<file path="config.mk">
export PLATFORM = sky130hd
export DESIGN_NAME = shifter_pipe_flat
export DESIGN_NICKNAME = d
export VERILOG_FILES = /design/src/rtl/shifter_pipe_pkg.sv /design/src/rtl/shifter_pipe_if.sv /design/src/rtl/shifter_pipe_shift_stage.sv /design/src/rtl/shifter_pipe.sv /design/src/flat_wrapper.sv
export SDC_FILE = /design/constraint.sdc
export NUM_CORES = 1
export LEC_CHECK = 0
export CAP_MARGIN = 0
export CORE_MARGIN = 2
export CORE_UTILIZATION = 40
export DETAILED_ROUTE_END_ITERATION = 12
export PLACE_DENSITY = 0.61
export SETUP_SLACK_MARGIN = 0.1
export SYNTH_ARGS = -nofsm -noshare
export SYNTH_HDL_FRONTEND = slang
export SYNTH_SLANG_ARGS = --single-unit
</file>
<file path="constraint.sdc">
create_clock -name clk -period 4.8 [get_ports clk]
set_clock_uncertainty 0.15 [all_clocks]
set_input_delay 0.72 -clock clk [delete_from_list [all_inputs] [get_ports clk]]
set_output_delay 0.72 -clock clk [all_outputs]
set_load 0.01 [all_outputs]
</file>
<file path="src/rtl/shifter_pipe_pkg.sv">
// Shared WISC datapath definitions used by the shift pipeline:
// mode encodings, flag bit positions and the datapath width.
package shifter_pipe_pkg;

  localparam int DATA_W = 16;

  typedef enum logic [1:0] {
    MODE_SLL  = 2'b00,
    MODE_SRA  = 2'b01,
    MODE_ROR  = 2'b10,
    MODE_PASS = 2'b11
  } mode_e;

  localparam int FLAG_Z = 2;
  localparam int FLAG_V = 1;
  localparam int FLAG_N = 0;

endpackage

</file>
<file path="src/rtl/shifter_pipe_if.sv">
// Request/response handshake bundle between the execute stage and the shift unit.
interface shifter_pipe_if;
  import shifter_pipe_pkg::*;

  logic              in_valid;
  logic              in_ready;
  logic [DATA_W-1:0] shift_in;
  logic [3:0]        shift_val;
  logic [1:0]        mode;
  logic              out_valid;
  logic              out_ready;
  logic [DATA_W-1:0] shift_out;
  logic [2:0]        flag;

  modport master (
    output in_valid, shift_in, shift_val, mode, out_ready,
    input  in_ready, out_valid, shift_out, flag
  );

  modport slave (
    input  in_valid, shift_in, shift_val, mode, out_ready,
    output in_ready, out_valid, shift_out, flag
  );

endinterface

</file>
<file path="src/rtl/shifter_pipe_shift_stage.sv">
// One level of the logarithmic barrel shifter: conditionally shifts by a fixed AMT.
module shift_stage
  import shifter_pipe_pkg::*;
#(
  parameter int AMT = 1
) (
  input  logic [DATA_W-1:0] i_data,
  input  logic              i_en,
  input  logic [1:0]        i_mode,
  input  logic              i_sign,
  output logic [DATA_W-1:0] o_data
);

  logic [DATA_W-1:0] w_shifted;

  // SRA fills from the operand's original sign bit, which travels alongside the data
  always_comb begin
    w_shifted = i_data;
    case (mode_e'(i_mode))
      MODE_SLL: w_shifted = {i_data[DATA_W-AMT-1:0], {AMT{1'b0}}};
      MODE_SRA: w_shifted = {{AMT{i_sign}}, i_data[DATA_W-1:AMT]};
      MODE_ROR: w_shifted = {i_data[AMT-1:0], i_data[DATA_W-1:AMT]};
      default:  w_shifted = i_data;
    endcase
  end

  assign o_data = i_en ? w_shifted : i_data;

endmodule

</file>
<file path="src/rtl/shifter_pipe.sv">
// Four-stage pipelined barrel shifter (8/4/2/1) with valid/ready on both sides
// and a global stall driven by the output handshake.
module shifter_pipe
  import shifter_pipe_pkg::*;
#(
  parameter int WIDTH  = 16,
  parameter int STAGES = 4
) (
  input  logic          clk,
  input  logic          rst_n,
  shifter_pipe_if.slave bus
);

  logic [STAGES-1:0] r_valid;

  logic [WIDTH-1:0] r_data1, r_data2, r_data3, r_data4;
  logic [2:0]       r_amt1;
  logic [1:0]       r_amt2;
  logic             r_amt3;
  logic [1:0]       r_mode1, r_mode2, r_mode3;
  logic             r_sign1, r_sign2, r_sign3;
  logic [2:0]       r_flag;

  logic [WIDTH-1:0] w_s1, w_s2, w_s3, w_s4;
  logic [2:0]       w_flag;
  logic             w_adv;

  assign w_adv = !r_valid[STAGES-1] || bus.out_ready;

  shift_stage #(.AMT(8)) u_stage1 (
    .i_data(bus.shift_in), .i_en(bus.shift_val[3]), .i_mode(bus.mode),
    .i_sign(bus.shift_in[WIDTH-1]), .o_data(w_s1)
  );

  shift_stage #(.AMT(4)) u_stage2 (
    .i_data(r_data1), .i_en(r_amt1[2]), .i_mode(r_mode1),
    .i_sign(r_sign1), .o_data(w_s2)
  );

  shift_stage #(.AMT(2)) u_stage3 (
    .i_data(r_data2), .i_en(r_amt2[1]), .i_mode(r_mode2),
    .i_sign(r_sign2), .o_data(w_s3)
  );

  shift_stage #(.AMT(1)) u_stage4 (
    .i_data(r_data3), .i_en(r_amt3), .i_mode(r_mode3),
    .i_sign(r_sign3), .o_data(w_s4)
  );

  always_comb begin
    w_flag         = '0;
    w_flag[FLAG_Z] = (w_s4 == '0);
    w_flag[FLAG_V] = 1'b0;
    w_flag[FLAG_N] = w_s4[WIDTH-1];
  end

  // Whole pipe advances together; invalid stages keep their data while stalled
  always_ff @(posedge clk) begin
    if (!rst_n) begin
      r_valid <= '0;
      r_data1 <= '0;
      r_data2 <= '0;
      r_data3 <= '0;
      r_data4 <= '0;
      r_amt1  <= '0;
      r_amt2  <= '0;
      r_amt3  <= 1'b0;
      r_mode1 <= '0;
      r_mode2 <= '0;
      r_mode3 <= '0;
      r_sign1 <= 1'b0;
      r_sign2 <= 1'b0;
      r_sign3 <= 1'b0;
      r_flag  <= '0;
    end else if (w_adv) begin
      r_valid <= {r_valid[STAGES-2:0], bus.in_valid};
      r_data1 <= w_s1;
      r_amt1  <= bus.shift_val[2:0];
      r_mode1 <= bus.mode;
      r_sign1 <= bus.shift_in[WIDTH-1];
      r_data2 <= w_s2;
      r_amt2  <= r_amt1[1:0];
      r_mode2 <= r_mode1;
      r_sign2 <= r_sign1;
      r_data3 <= w_s3;
      r_amt3  <= r_amt2[0];
      r_mode3 <= r_mode2;
      r_sign3 <= r_sign2;
      r_data4 <= w_s4;
      r_flag  <= w_flag;
    end
  end

  assign bus.in_ready  = w_adv;
  assign bus.out_valid = r_valid[STAGES-1];
  assign bus.shift_out = r_data4;
  assign bus.flag      = r_flag;

endmodule

</file>
<file path="src/flat_wrapper.sv">
// flat-port wrapper written by rule: the top's interface ports become plain ports
module shifter_pipe_flat import shifter_pipe_pkg::*;
#(
  parameter int WIDTH  = 16,
  parameter int STAGES = 4
)
  (clk, rst_n, bus_in_valid, bus_shift_in, bus_shift_val, bus_mode, bus_out_ready, bus_in_ready, bus_out_valid, bus_shift_out, bus_flag);
  shifter_pipe_if bus_i ();
  input  logic clk;
  input  logic rst_n;
  input wire logic [$bits(bus_i.in_valid)-1:0] bus_in_valid;
  input wire logic [$bits(bus_i.shift_in)-1:0] bus_shift_in;
  input wire logic [$bits(bus_i.shift_val)-1:0] bus_shift_val;
  input wire logic [$bits(bus_i.mode)-1:0] bus_mode;
  input wire logic [$bits(bus_i.out_ready)-1:0] bus_out_ready;
  output wire logic [$bits(bus_i.in_ready)-1:0] bus_in_ready;
  output wire logic [$bits(bus_i.out_valid)-1:0] bus_out_valid;
  output wire logic [$bits(bus_i.shift_out)-1:0] bus_shift_out;
  output wire logic [$bits(bus_i.flag)-1:0] bus_flag;
  assign bus_i.in_valid = bus_in_valid;
  assign bus_i.shift_in = bus_shift_in;
  assign bus_i.shift_val = bus_shift_val;
  assign bus_i.mode = bus_mode;
  assign bus_i.out_ready = bus_out_ready;
  assign bus_in_ready = bus_i.in_ready;
  assign bus_out_valid = bus_i.out_valid;
  assign bus_shift_out = bus_i.shift_out;
  assign bus_flag = bus_i.flag;
  shifter_pipe #(.WIDTH(WIDTH), .STAGES(STAGES)) u_core (.clk(clk), .rst_n(rst_n), .bus(bus_i));
endmodule
</file>
# Word-level counts from Yosys, hierarchy flattened
# Cells that the tools add are included.
# totals
regBits	85
latch_bits	0
ram_bits	0
rom_bits	0
input_bits	26
out_inout_bits	21
n_memories	0
# classes
add_sub_neg	0
n_mul	0
n_div	0
order_cmp	0
eq_ne	8
shift	0
n_mux	8
bitwise_logic	0
n_reduce_logical	7
# ops
operator	count
16-bit case mux with 3 select lines	4
16-bit two-way mux	4
16-bit zero test	1
2-bit by 1-bit equality test with 1-bit output, second input constant	4
2-bit equality test, second input constant	4
2-bit zero test	4
1-bit zero test	1
1-bit logical OR	1

# Depth between registers and ports, before layout
# logic_depth
depth_word	4
mapped_depth	8

# Hierarchy
# Synthesis repeated with hierarchy kept, for this count alone.
# hier_totals
hier_cells	696
area_unflattened_um2	5470.2
# by_module_without_submodules
module	n_inst	cells_each	area_each_um2	seq_area_each_um2
shifter_pipe	1	372	3168.0	1681.6
shift_stage at u_core.u_stage2	1	83	601.8	0.0
shift_stage at u_core.u_stage1	1	84	599.3	0.0
shift_stage at u_core.u_stage4	1	80	569.3	0.0
shift_stage at u_core.u_stage3	1	77	531.8	0.0

# Worst setup path after synthesis
# OpenSTA, ideal clock, no wires.
# synth_timing
kind	input-to-output
start	in bus_out_ready
end	out bus_in_ready
arrival_time_ns	1.651
slack_ns	2.279
stages	5
path_cell_list	nor2b_1 clkbuf_1 inv_2 clkbuf_1 clkbuf_1
# synth_between
elab_chain_len	1
# synth_rtl
element	line_no	rtl
start: declaration	flat_wrapper.sv:15	input wire logic [$bits(bus_i.out_ready)-1:0] bus_out_ready;
1-bit logical OR	shifter_pipe.sv:28	assign w_adv = !r_valid[STAGES-1] || bus.out_ready;
end: declaration	flat_wrapper.sv:16	output wire logic [$bits(bus_i.in_ready)-1:0] bus_in_ready;
# No other way between the ends.

# Final worst setup path
# layout_timing
start	reg u_core.r_mode3[0]
end	reg u_core.r_flag[2], in the netlist u_core.bus.flag[2]
# layout_between
elab_chain_len	4
elab_cells_between_ends	6
cone_classes	2 x eq/ne; 2 x mux; 2 x reduce/logical
# layout_rtl
element	line_no	rtl
start: declaration	shifter_pipe.sv:20	logic [1:0] r_mode1, r_mode2, r_mode3;
start signal: assignment	shifter_pipe.sv:87	r_mode3 <= r_mode2;
2-bit equality test (tied with other cells)	shifter_pipe_shift_stage.sv:19	case (mode_e'(i_mode))
16-bit case mux with 3 select lines (*)	shifter_pipe_shift_stage.sv:19	
16-bit two-way mux (*)	shifter_pipe_shift_stage.sv:27	assign o_data = i_en ? w_shifted : i_data;
16-bit zero test (*)	shifter_pipe.sv:52	w_flag[FLAG_Z] = (w_s4 == '0);
end signal: assignment	shifter_pipe.sv:90	r_flag <= w_flag;
end: declaration	shifter_pipe.sv:22	logic [2:0] r_flag;
# Every way passes the cells marked *; elsewhere a longest branch is shown, timed or not.
# A chain may end at the register's enable or synchronous reset.

==> results.tsv <==
stage	metric	value	unit
grt	first-pass GRT wire length	19880	um
setup_path	peak per-stage delay on the critical path	0.95	ns
timing	Slew @ Worst Pin	1.087	ns
logic_synthesis	combinational family with the most area after synthesis	compound AO/OA/AOI/OAI gates	
logic_synthesis	compound-gate portion of the synthesized area	35.96	%
logic_synthesis	mux contribution to synthesized area	6.444	%
clock_tree	post-CTS setup buffer count	0	
cells_and_area	# diodes	0	
cells_and_area	layout cell share with drive strength beyond 1	4.362	%
floorplan	core area	11420	um^2
timing	Max Clock Freq	0.3608	GHz
logic_synthesis	Syn Nets	612	
setup_path	Arr. time, crit path	2.90	ns
setup_path	crit end category	flip-flop	
setup_path	register-to-register setup slack	2.03	ns
floorplan	Ports	47	
detailed_routing	WL per Instance	16.10	um
timing	Worst Slack Setup Final	2.028	ns
placement	dpl cell area	5120	um^2
detailed_routing	DR pass1 iterations	7	
clock_tree	clock sinks	84	
detailed_routing	drt via density	5.947	
power	Leakage	2.173	nW
grt	Top Usage Layer GRT	met1	
logic_synthesis	Synth Register Bits	84	
timing	slew margin rel.	27.37	%
power	PnR Total Power	1.785	mW
clock_tree	TritonCTS clock tree	done	
run	Max Cap Viol	0	
floorplan	Rows	39	
timing	minimum clock period	2.772	ns
clock_tree	clk slew on worst S/H paths	0.07	ns
clock_tree	CTS buffer count	9	
placement	DP HPWL	8034	um
hold_path	Worst Hold Class	reg -> reg	
clock_tree	clk_lat worst skew	0.34	ns
logic_synthesis	Synth Area in Adders	0	%
timing	final setup vio count	0	
timing	RSZ-0062 raised after global routing	no	
grt	GRT met2 Usage	27.79	%
cells_and_area	post-route design area	5444	um^2
floorplan	die area	12580	um^2
timing	final worst path period share	57.74	%
cells_and_area	Non-Filler Instances	739	
setup_path	CP max stage cell	dfxtp_1	
hold_path	Hold Crit Depth	2	
logic_synthesis	Top FF cell, synth	dfxtp_1	
placement	IO buf count	45	
logic_synthesis	fraction of registers with async set/reset	0	%
detailed_routing	Final ANT Viol Nets	0	
placement	routability cong.	0.8552	
grt	GR Layer Usage met1	28.37	%
detailed_routing	WL final	11900	um
logic_synthesis	most frequent cells after synthesis	84 x dfxtp_1, 77 x nand2_1, 45 x clkbuf_1	
cells_and_area	area delta synth->final	16.34	%
timing	hold slack	0.3007	ns
timing	final hold violation count	0	
setup_path	startpoint types	flip-flop	
grt	GR Overflow Total	0	
logic_synthesis	Post-Synthesis Cells	586	
placement	Place WS	1.784	ns
clock_tree	Post-CTS Hold Buffers	0	
grt	vias in the first global route	3993	
logic_synthesis	cell accounting for the most synthesized area	dfxtp_1	
timing	setup TNS	0	ns
grt	largest net degree at the start of global routing	92	
logic_synthesis	post-synthesis simple-gate area fraction	13.93	%
power	Worst VDD drop	0.2559	mV
clock_tree	# H-tree levels	3	
floorplan	starting density of the core	40.98	%
logic_synthesis	Post-Synth XOR/XNOR Area	0.1872	%
setup_path	FF-to-FF path depth	6	
setup_path	Top delay family on crit path	flip-flops	
outcome	status	finished clean	
detailed_routing	Via Count	4395	
logic_synthesis	Mapped Area	4679	um^2
logic_synthesis	Synth top area share	35.94	%
power	P per Cell Area	327.9	nW/um^2
floorplan	die height	112.2	um
timing	max-slew violation count	0	
cells_and_area	fin nets	617	
logic_synthesis	top post-synthesis cells by area	dfxtp_1 36%, a22o_1 6.6%, mux2i_1 6.2%	
logic_synthesis	number of flops mapped to enable cells by yosys	0	
setup_path	worst-path maximum fanout	23	
floorplan	Die Wd	112.2	um
logic_synthesis	Seq/Total Area, Yosys	35.94	%
logic_synthesis	Syn Area/Cell	7.985	um^2
setup_path	Worst EP required	4.93	ns
logic_synthesis	Synth warnings	0	
detailed_routing	Residual DRC	0	
cells_and_area	Fillers	1127	
grt	met3 Use GR	2.376	%
cells_and_area	fin util	47.68	%
setup_path	CP Class	reg -> reg	
grt	initial antenna violation count	0	
clock_tree	clk root buf	clkbuf_16	
setup_path	worst path bufs/invs	0	
clock_tree	post-CTS sizing	0	
setup_path	CP Depth	6	
grt	GRT Overall Usage	19.08	%
clock_tree	Clock Tree Buf Depth	2	
logic_synthesis	synth unique cells	43	
detailed_routing	drt first-iter violations	540	
setup_path	worst-path cell chain	nor2b_1 > a22o_1 > a21oi_1 > nand4_1 > or4b_1 > o21ai_1	
placement	DP Cell Count	723	
logic_synthesis	most instantiated library cell after synthesis	dfxtp_1	
## power breakdown
part           switching [mW]  internal (mW)
Sequential             0.0620          0.738
Clock                   0.290          0.459
Combinational           0.117          0.120
## layer usage
layer | part of all wire [%] | vias to the layer above
met4 | 1.9 | 0
met3 | 4.7 | 15
met5 | 0 | -
met1 | 50 | 2102
li1 | - | 2154
met2 | 43 | 124
## cell families after synthesis
kind of cell              Yosys count
other                               1
DFF                                84
muxes                              30
buffers and inverters              89
xor gates and xnor gates            1
AOI/OAI and AO/OA                 232
and+or+nand+nor                   149
## tightest hold or removal path, cell delays in order, from the launching register on
cell,delay [ns]
dfxtp_1,0.31
nand2_1,0.05
a21boi_1,0.05
## worst paths after layout
path,start,end
worst max-delay path,u_core.r_mode3[0],u_core.bus.flag[2]
worst min-delay path,u_core.r_amt1[0],u_core.r_amt1[0]
worst max register to register,u_core.r_mode3[0],u_core.bus.flag[2]
worst min register to register,u_core.r_amt1[0],u_core.r_amt1[0]
## registers in the layout (all words and copies together) (netlist names)
signal / cells
u_core.r_amt1: 3
u_core.r_amt2: 2
u_core.r_amt3: 1
u_core.r_data1: 16
u_core.r_sign2: 1
u_core.r_valid: 4
u_core.bus.shift_out: 15
u_core.r_mode1: 2
u_core.r_mode2: 2
u_core.r_mode3: 2
u_core.bus.flag: 2
u_core.r_data3: 16
u_core.r_sign3: 1
u_core.r_data2: 16
u_core.r_sign1: 1
## area by class of cell
| class | count | area (um^2) | area share, % |
|---|---|---|---|
| tap | 143 | 178.9 | 3.287 |
| sequential | 84 | 1682 | 30.89 |
| clock inverter | 7 | 98.84 | 1.816 |
| clock buffer | 9 | 225.2 | 4.137 |
| multi-input combinational | 413 | 2651 | 48.70 |
| inverter | 33 | 125.1 | 2.298 |
| timing repair buffer | 50 | 483.0 | 8.872 |
## cell usage in the layout (no fill, tap or decap), types with 2 or more instances in the layout
cell	count
o21ai_1	5
mux2i_1	29
nand3_1	2
a211oi_1	4
a21boi_1	19
nand2_1	77
bufinv_16	2
clkdlybuf4s50_1	44
clkbuf_16	9
o2bb2ai_1	4
nand4_1	2
o211a_1	23
nand2b_1	6
a21oi_1	43
o22ai_1	18
o221ai_1	22
a22o_1	35
clkinv_2	2
inv_1	31
and2_1	3
inv_6	2
nor2b_1	9
nor3b_1	4
a31oi_1	2
nor2_1	40
a22oi_1	7
a222oi_1	9
buf_4	5
o21ai_0	33
dfxtp_1	84
a221oi_1	4
Note: power is estimated with default switching activity, not from simulation.
